$ cat src/rtl/axi4_lite_master.sv
// Single-outstanding AXI4-Lite initiator.
// Converts a command/response handshake into one AW/W/B or AR/R transaction at a time.
// Every AXI-facing output comes straight from a flop.
module axi4_lite_master #(
   parameter int unsigned ADDRESS_SIZE = 4,
   parameter int unsigned DATA_SIZE    = 32
) (
   input  logic                      aclk_i,
   input  logic                      areset_i,
   // Command side
   input  logic                      cmd_valid_i,
   output logic                      cmd_ready_o,
   input  logic                      cmd_write_i,
   input  logic [ADDRESS_SIZE-1:0]   cmd_addr_i,
   input  logic [DATA_SIZE-1:0]      cmd_wdata_i,
   input  logic [DATA_SIZE/8-1:0]    cmd_wstrb_i,
   // Response side
   output logic                      rsp_valid_o,
   input  logic                      rsp_ready_i,
   output logic                      rsp_write_o,
   output logic [DATA_SIZE-1:0]      rsp_rdata_o,
   output logic [1:0]                rsp_resp_o,
   // Write address channel
   output logic [ADDRESS_SIZE-1:0]   m_axi_awaddr_o,
   output logic                      m_axi_awvalid_o,
   input  logic                      m_axi_awready_i,
   // Write data channel
   output logic [DATA_SIZE-1:0]      m_axi_wdata_o,
   output logic [DATA_SIZE/8-1:0]    m_axi_wstrb_o,
   output logic                      m_axi_wvalid_o,
   input  logic                      m_axi_wready_i,
   // Write response channel
   input  logic [1:0]                m_axi_bresp_i,
   input  logic                      m_axi_bvalid_i,
   output logic                      m_axi_bready_o,
   // Read address channel
   output logic [ADDRESS_SIZE-1:0]   m_axi_araddr_o,
   output logic                      m_axi_arvalid_o,
   input  logic                      m_axi_arready_i,
   // Read data channel
   input  logic [DATA_SIZE-1:0]      m_axi_rdata_i,
   input  logic [1:0]                m_axi_rresp_i,
   input  logic                      m_axi_rvalid_i,
   output logic                      m_axi_rready_o
);

   localparam int unsigned StrbSize = DATA_SIZE / 8;

   typedef enum logic [2:0] {
      StIdle,
      StWrReq,
      StWrResp,
      StRdReq,
      StRdData,
      StResp
   } state_e;

   state_e                   state_q, state_d;
   logic [ADDRESS_SIZE-1:0]  addr_q, addr_d;
   logic [DATA_SIZE-1:0]     wdata_q, wdata_d;
   logic [StrbSize-1:0]      wstrb_q, wstrb_d;
   logic                     write_q, write_d;
   logic [DATA_SIZE-1:0]     rdata_q, rdata_d;
   logic [1:0]               resp_q, resp_d;
   logic                     awvalid_q, awvalid_d;
   logic                     wvalid_q, wvalid_d;
   logic                     arvalid_q, arvalid_d;
   logic                     bready_q, bready_d;
   logic                     rready_q, rready_d;
   logic                     rsp_valid_q, rsp_valid_d;

   // A write channel counts as done once its valid has dropped or is handshaking now.
   logic aw_done, w_done;

   // Next-state and next-output logic for the transaction FSM.
   always_comb begin
      state_d     = state_q;
      addr_d      = addr_q;
      wdata_d     = wdata_q;
      wstrb_d     = wstrb_q;
      write_d     = write_q;
      rdata_d     = rdata_q;
      resp_d      = resp_q;
      awvalid_d   = awvalid_q;
      wvalid_d    = wvalid_q;
      arvalid_d   = arvalid_q;
      bready_d    = bready_q;
      rready_d    = rready_q;
      rsp_valid_d = rsp_valid_q;
      aw_done     = !awvalid_q || m_axi_awready_i;
      w_done      = !wvalid_q || m_axi_wready_i;

      unique case (state_q)
         StIdle: begin
            if (cmd_valid_i) begin
               addr_d  = cmd_addr_i;
               wdata_d = cmd_wdata_i;
               wstrb_d = cmd_wstrb_i;
               write_d = cmd_write_i;
               if (cmd_write_i) begin
                  awvalid_d = 1'b1;
                  wvalid_d  = 1'b1;
                  state_d   = StWrReq;
               end else begin
                  arvalid_d = 1'b1;
                  state_d   = StRdReq;
               end
            end
         end

         StWrReq: begin
            if (awvalid_q && m_axi_awready_i) begin
               awvalid_d = 1'b0;
            end
            if (wvalid_q && m_axi_wready_i) begin
               wvalid_d = 1'b0;
            end
            if (aw_done && w_done) begin
               bready_d = 1'b1;
               state_d  = StWrResp;
            end
         end

         StWrResp: begin
            if (m_axi_bvalid_i) begin
               resp_d      = m_axi_bresp_i;
               rdata_d     = '0;
               bready_d    = 1'b0;
               rsp_valid_d = 1'b1;
               state_d     = StResp;
            end
         end

         StRdReq: begin
            if (m_axi_arready_i) begin
               arvalid_d = 1'b0;
               rready_d  = 1'b1;
               state_d   = StRdData;
            end
         end

         StRdData: begin
            if (m_axi_rvalid_i) begin
               rdata_d     = m_axi_rdata_i;
               resp_d      = m_axi_rresp_i;
               rready_d    = 1'b0;
               rsp_valid_d = 1'b1;
               state_d     = StResp;
            end
         end

         StResp: begin
            if (rsp_ready_i) begin
               rsp_valid_d = 1'b0;
               state_d     = StIdle;
            end
         end

         default: begin
            // Unreachable encodings fall back to a clean idle.
            awvalid_d   = 1'b0;
            wvalid_d    = 1'b0;
            arvalid_d   = 1'b0;
            bready_d    = 1'b0;
            rready_d    = 1'b0;
            rsp_valid_d = 1'b0;
            state_d     = StIdle;
         end
      endcase
   end

   // State and datapath registers; reset drops any transaction in flight.
   always_ff @(posedge aclk_i) begin
      if (areset_i) begin
         state_q     <= StIdle;
         addr_q      <= '0;
         wdata_q     <= '0;
         wstrb_q     <= '0;
         write_q     <= 1'b0;
         rdata_q     <= '0;
         resp_q      <= '0;
         awvalid_q   <= 1'b0;
         wvalid_q    <= 1'b0;
         arvalid_q   <= 1'b0;
         bready_q    <= 1'b0;
         rready_q    <= 1'b0;
         rsp_valid_q <= 1'b0;
      end else begin
         state_q     <= state_d;
         addr_q      <= addr_d;
         wdata_q     <= wdata_d;
         wstrb_q     <= wstrb_d;
         write_q     <= write_d;
         rdata_q     <= rdata_d;
         resp_q      <= resp_d;
         awvalid_q   <= awvalid_d;
         wvalid_q    <= wvalid_d;
         arvalid_q   <= arvalid_d;
         bready_q    <= bready_d;
         rready_q    <= rready_d;
         rsp_valid_q <= rsp_valid_d;
      end
   end

   assign cmd_ready_o     = (state_q == StIdle);
   assign rsp_valid_o     = rsp_valid_q;
   assign rsp_write_o     = write_q;
   assign rsp_rdata_o     = rdata_q;
   assign rsp_resp_o      = resp_q;
   assign m_axi_awaddr_o  = addr_q;
   assign m_axi_awvalid_o = awvalid_q;
   assign m_axi_wdata_o   = wdata_q;
   assign m_axi_wstrb_o   = wstrb_q;
   assign m_axi_wvalid_o  = wvalid_q;
   assign m_axi_bready_o  = bready_q;
   assign m_axi_araddr_o  = addr_q;
   assign m_axi_arvalid_o = arvalid_q;
   assign m_axi_rready_o  = rready_q;

   // Valids stay up with a stable payload until their handshake.
   a_aw_hold : assert property (@(posedge aclk_i) disable iff (areset_i)
      (m_axi_awvalid_o && !m_axi_awready_i) |=> (m_axi_awvalid_o && $stable(m_axi_awaddr_o)));
   a_w_hold : assert property (@(posedge aclk_i) disable iff (areset_i)
      (m_axi_wvalid_o && !m_axi_wready_i) |=> (m_axi_wvalid_o && $stable(m_axi_wdata_o)));
   a_ar_hold : assert property (@(posedge aclk_i) disable iff (areset_i)
      (m_axi_arvalid_o && !m_axi_arready_i) |=> (m_axi_arvalid_o && $stable(m_axi_araddr_o)));
   a_rsp_hold : assert property (@(posedge aclk_i) disable iff (areset_i)
      (rsp_valid_o && !rsp_ready_i) |=> (rsp_valid_o && $stable(rsp_rdata_o)
                                         && $stable(rsp_resp_o)));

endmodule

$ cat config.mk
export PLATFORM = sky130hd
export DESIGN_NAME = axi4_lite_master
export DESIGN_NICKNAME = d
export VERILOG_FILES = /design/src/rtl/axi4_lite_master.sv
export SDC_FILE = /design/constraint.sdc
export NUM_CORES = 1
export LEC_CHECK = 0
export ABC_CLOCK_PERIOD_IN_PS = 2200
export CAP_MARGIN = 0
export CELL_PAD_IN_SITES_DETAIL_PLACEMENT = 0
export CELL_PAD_IN_SITES_GLOBAL_PLACEMENT = 2
export CORE_UTILIZATION = 21
export CTS_CLUSTER_SIZE = 14
export DETAILED_ROUTE_END_ITERATION = 10
export PLACE_DENSITY = 0.84
export SYNTH_ARGS = -nofsm -noshare
export SYNTH_HDL_FRONTEND = slang
export SYNTH_SLANG_ARGS = --single-unit
$ cat constraint.sdc
create_clock -name aclk_i -period 2.2 [get_ports aclk_i]
set_input_delay 0.44 -clock aclk_i [delete_from_list [all_inputs] [get_ports aclk_i]]
set_output_delay 0.44 -clock aclk_i [all_outputs]
set_load 0.005 [all_outputs]
==> metrics.md <==
| Metric | Value |
|---|---|
| Worst setup EP type | output port |
| FF/Latch Area | 1680 µm² |
| Critical Path AT | 1.67 ns |
| Main synth FF type | dfxtp_1 |
| Via count | 3390 |
| Layout cells sized above 1 | 5.41% |
| H-tree Lvls | 3 |
| Critical path peak fanout | 12 |
| First-pass detailed-route iteration total | 4 |
| Worst slew pin tran | 0.537 ns |
| R2R cell count | 6 |
| Mux contribution to synthesized area | 0.902% |
| Post-DP HPWL | 7.14 mm |
| Place WS | 0.261 ns |
| F_max | 0.474 GHz |
| TritonCTS clock tree | yes |
| Max cap viols | 0 |
| Design area | 5530 µm² |
| Register area share after synthesis | 50.5% |
| Vias in the first global route | 3281 |
| Simple-gate share of the synthesized area | 24.9% |
| Yosys warns | 0 |
| Setup Fix Bufs, Post-CTS | 0 |
| Startpoint Class | register |
| Ys async rst share | 0% |
| DR DRC count | 0 |
| Slowest stage delay, CP | 0.56 ns |
| Setup TNS | 0 ns |
| Worst path cell trace | nor3_4 -> clkdlybuf4s50_1 |
| Tot GR Track Use | 12.9% |
| GPL Wtd Cong | 0.772 |
| Status | complete, no violations |
| CP top delay family | buffers and inverters |
| Design Power | 5.26 mW |
| Setup CP Type | reg -> out |
| Largest family of logic cells by synthesized area | simple AND/OR/NAND/NOR gates |
| Pwr Density | 951 nW/µm² |
| RSZ-0062 raised after global routing | no |
| Hold-critical path depth | 2 |
| Clock Skew | 0.00416 ns |
| Post-Syn Area | 3330 µm² |
| Area grow syn2layout | 66.2% |
| CTS Root Cell | clkbuf_16 |
| Routed vias/inst | 4.32 |
| Per-cell routed wire length | 13.3 µm |
| TritonCTS buffer count | 9 |
| Die H | 128 µm |
| Clock transition at path regs | 0.06 ns |
| Skew-Pair Late Insertion Delay | 0.34 ns |
| Leakage | 1.88 nW |
| Gate Count Post-Synth | 415 |
| Diodes inserted | 0 |
| Layout Cells excl Fill | 784 |
| R2R Path End | rsp_rdata_o[15] |
| Final ANT Viol Nets | 0 |
| Synth unique cells | 39 |
| Synth Area in Compound Gates | 16.8% |
| Most frequent cells in the layout | clkdlybuf4s50_1 (170), nand2_1 (118), dfxtp_1 (84), a21oi_1 (77), nand3_1 (34) |
| Site Rows | 45 |
| Largest net degree at the start of global routing | 42 |
| Reg2reg start | state_q[1] |
| Full die area | 16400 µm² |
| Iter 0 DRT Violations | 174 |
| HP Class | in -> reg |
| Area of the multi-input gates | 1470 µm² |
| Initial antenna violation count | 0 |
| Worst path bufs/invs | 1 |
| Max Root-Sink Buffers | 2 |
| CTS Sinks | 84 |
| WL final | 10.4 mm |
| Fin crit period | 2.11 ns |
| First-pass GRT wire length | 16.4 mm |
| Slew headroom | 64.1% |
| Hold Violations, Final | 0 |
| Hold Path End | m_axi_arvalid_o |
| Number of synthesized flops with an enable pin | 0 |
| Count of final setup violators | 0 |
| Placed inst area | 5250 µm² |
| Fillers | 1598 |
| R2r setup slk | 0.33 ns |
| Register bit count reported by yosys | 84 |
| Post-Synth XOR/XNOR Area | 0.263% |
| Num ports | 172 |
| Synthesized area per cell | 8.02 µm² |
| Required time of the worst setup path | 1.76 ns |
| Cell count after placement | 771 |
| Final Net Count | 659 |
| Area share of fa/ha/maj cells after synthesis | 0.752% |
| Final Hold Slack | 0.359 ns |
| Starting Density | 21.7% |
| Util after Layout | 36.1% |
| Syn_nets | 503 |
| Grt total ovfl | 0 |
| Max Slew Vio Count | 0 |
| Max VDD drop | 0.548 mV |
| Die X | 128 µm |
| Floorplan core area | 15300 µm² |
| Slowest cell on crit path | clkdlybuf4s50_1 |
| PnR worst setup slack | 0.0889 ns |
| Min-Delay Startpoint | areset_i |
| PortBufs | 171 |
| Commonest non-fill, non-tap cell in the layout | clkdlybuf4s50_1 |
| Fraction of the cycle the final worst path needs | 96.0% |
[cell families (layout without fill, tap and decap cells)]
group,count (synthesis),in the layout
simple gates,186,186
flops,84,84
xor+xnor,1,1
mux,3,3
fa+ha+maj,2,2
compound gates,98,98
buf+inv,41,199
[Yosys cell counts, drive strengths merged (3+ instances only)]
| cell type | instances | area, µm² |
|---|---|---|
| nand2 | 118 | 443 |
| nand3b | 4 | 30.0 |
| nor3 | 4 | 30.0 |
| nor2 | 9 | 33.8 |
| dfxtp | 84 | 1680 |
| inv | 4 | 15.0 |
| buf | 19 | 111 |
| a211oi | 3 | 22.5 |
| mux2i | 3 | 30.0 |
| clkbuf | 18 | 67.6 |
| nor2b | 4 | 25.0 |
| nand3 | 34 | 170 |
| o21ai | 4 | 20.0 |
| a21oi | 78 | 402 |
[power by group]
part / total, mW / internal (mW) / leakage, nW / switching [mW]
logic: 1.86 / 0.950 / 1.07 / 0.911
registers: 1.91 / 1.74 / 0.684 / 0.171
clock network: 1.49 / 0.892 / 0.134 / 0.600
[layer usage]
metal | track usage (%) | vias up | part of all wire [%]
met5 | 0 | - | 0
met4 | 4.57 | 0 | 1.3
met3 | 6.01 | 11 | 9.9
met2 | 19.7 | 135 | 43
met1 | 15.7 | 1542 | 46
li1 | - | 1702 | -
[layout make-up]
type / count / area share (%)
clock buffers: 11 / 4.39
flip-flops and latches: 84 / 30.4
repair buffers: 182 / 33.0
clock inverters: 2 / 0.678
multi-input cells: 290 / 26.5
well taps: 211 / 4.77
inverters: 4 / 0.271
[what timing repair did]
item / 4_1_cts / 5_1_grt
resized for setup: 0 / 1
hold buffers: 0 / 0
endpoints found under the setup margin: 0 / 1
[worst max path at each step]
stage | depth (start not counted) | start | slack (ns) | endpoint
finish | 2 | state_q[1] | 0.09 | cmd_ready_o
global route | 2 | state_q[1] | 0.002 | cmd_ready_o
CTS | 2 | state_q[1] | 0.02 | cmd_ready_o
detailed placement | 5 | m_axi_bvalid_i | 0.26 | state_q[0]
global placement | 5 | m_axi_bvalid_i | 0.31 | state_q[0]
floorplan | 7 | state_q[1] | 0.57 | rsp_valid_o
[registers in the layout, indices dropped and copies added, names as in the netlist]
register         flops
m_axi_wdata_o       32
rsp_rdata_o         32
m_axi_araddr_o       4
m_axi_wstrb_o        4
state_q              3
rsp_resp_o           2
m_axi_arvalid_o      1
m_axi_awvalid_o      1
m_axi_bready_o       1
m_axi_rready_o       1
m_axi_wvalid_o       1
rsp_valid_o          1
rsp_write_o          1
(Power assumes the default switching activity.)
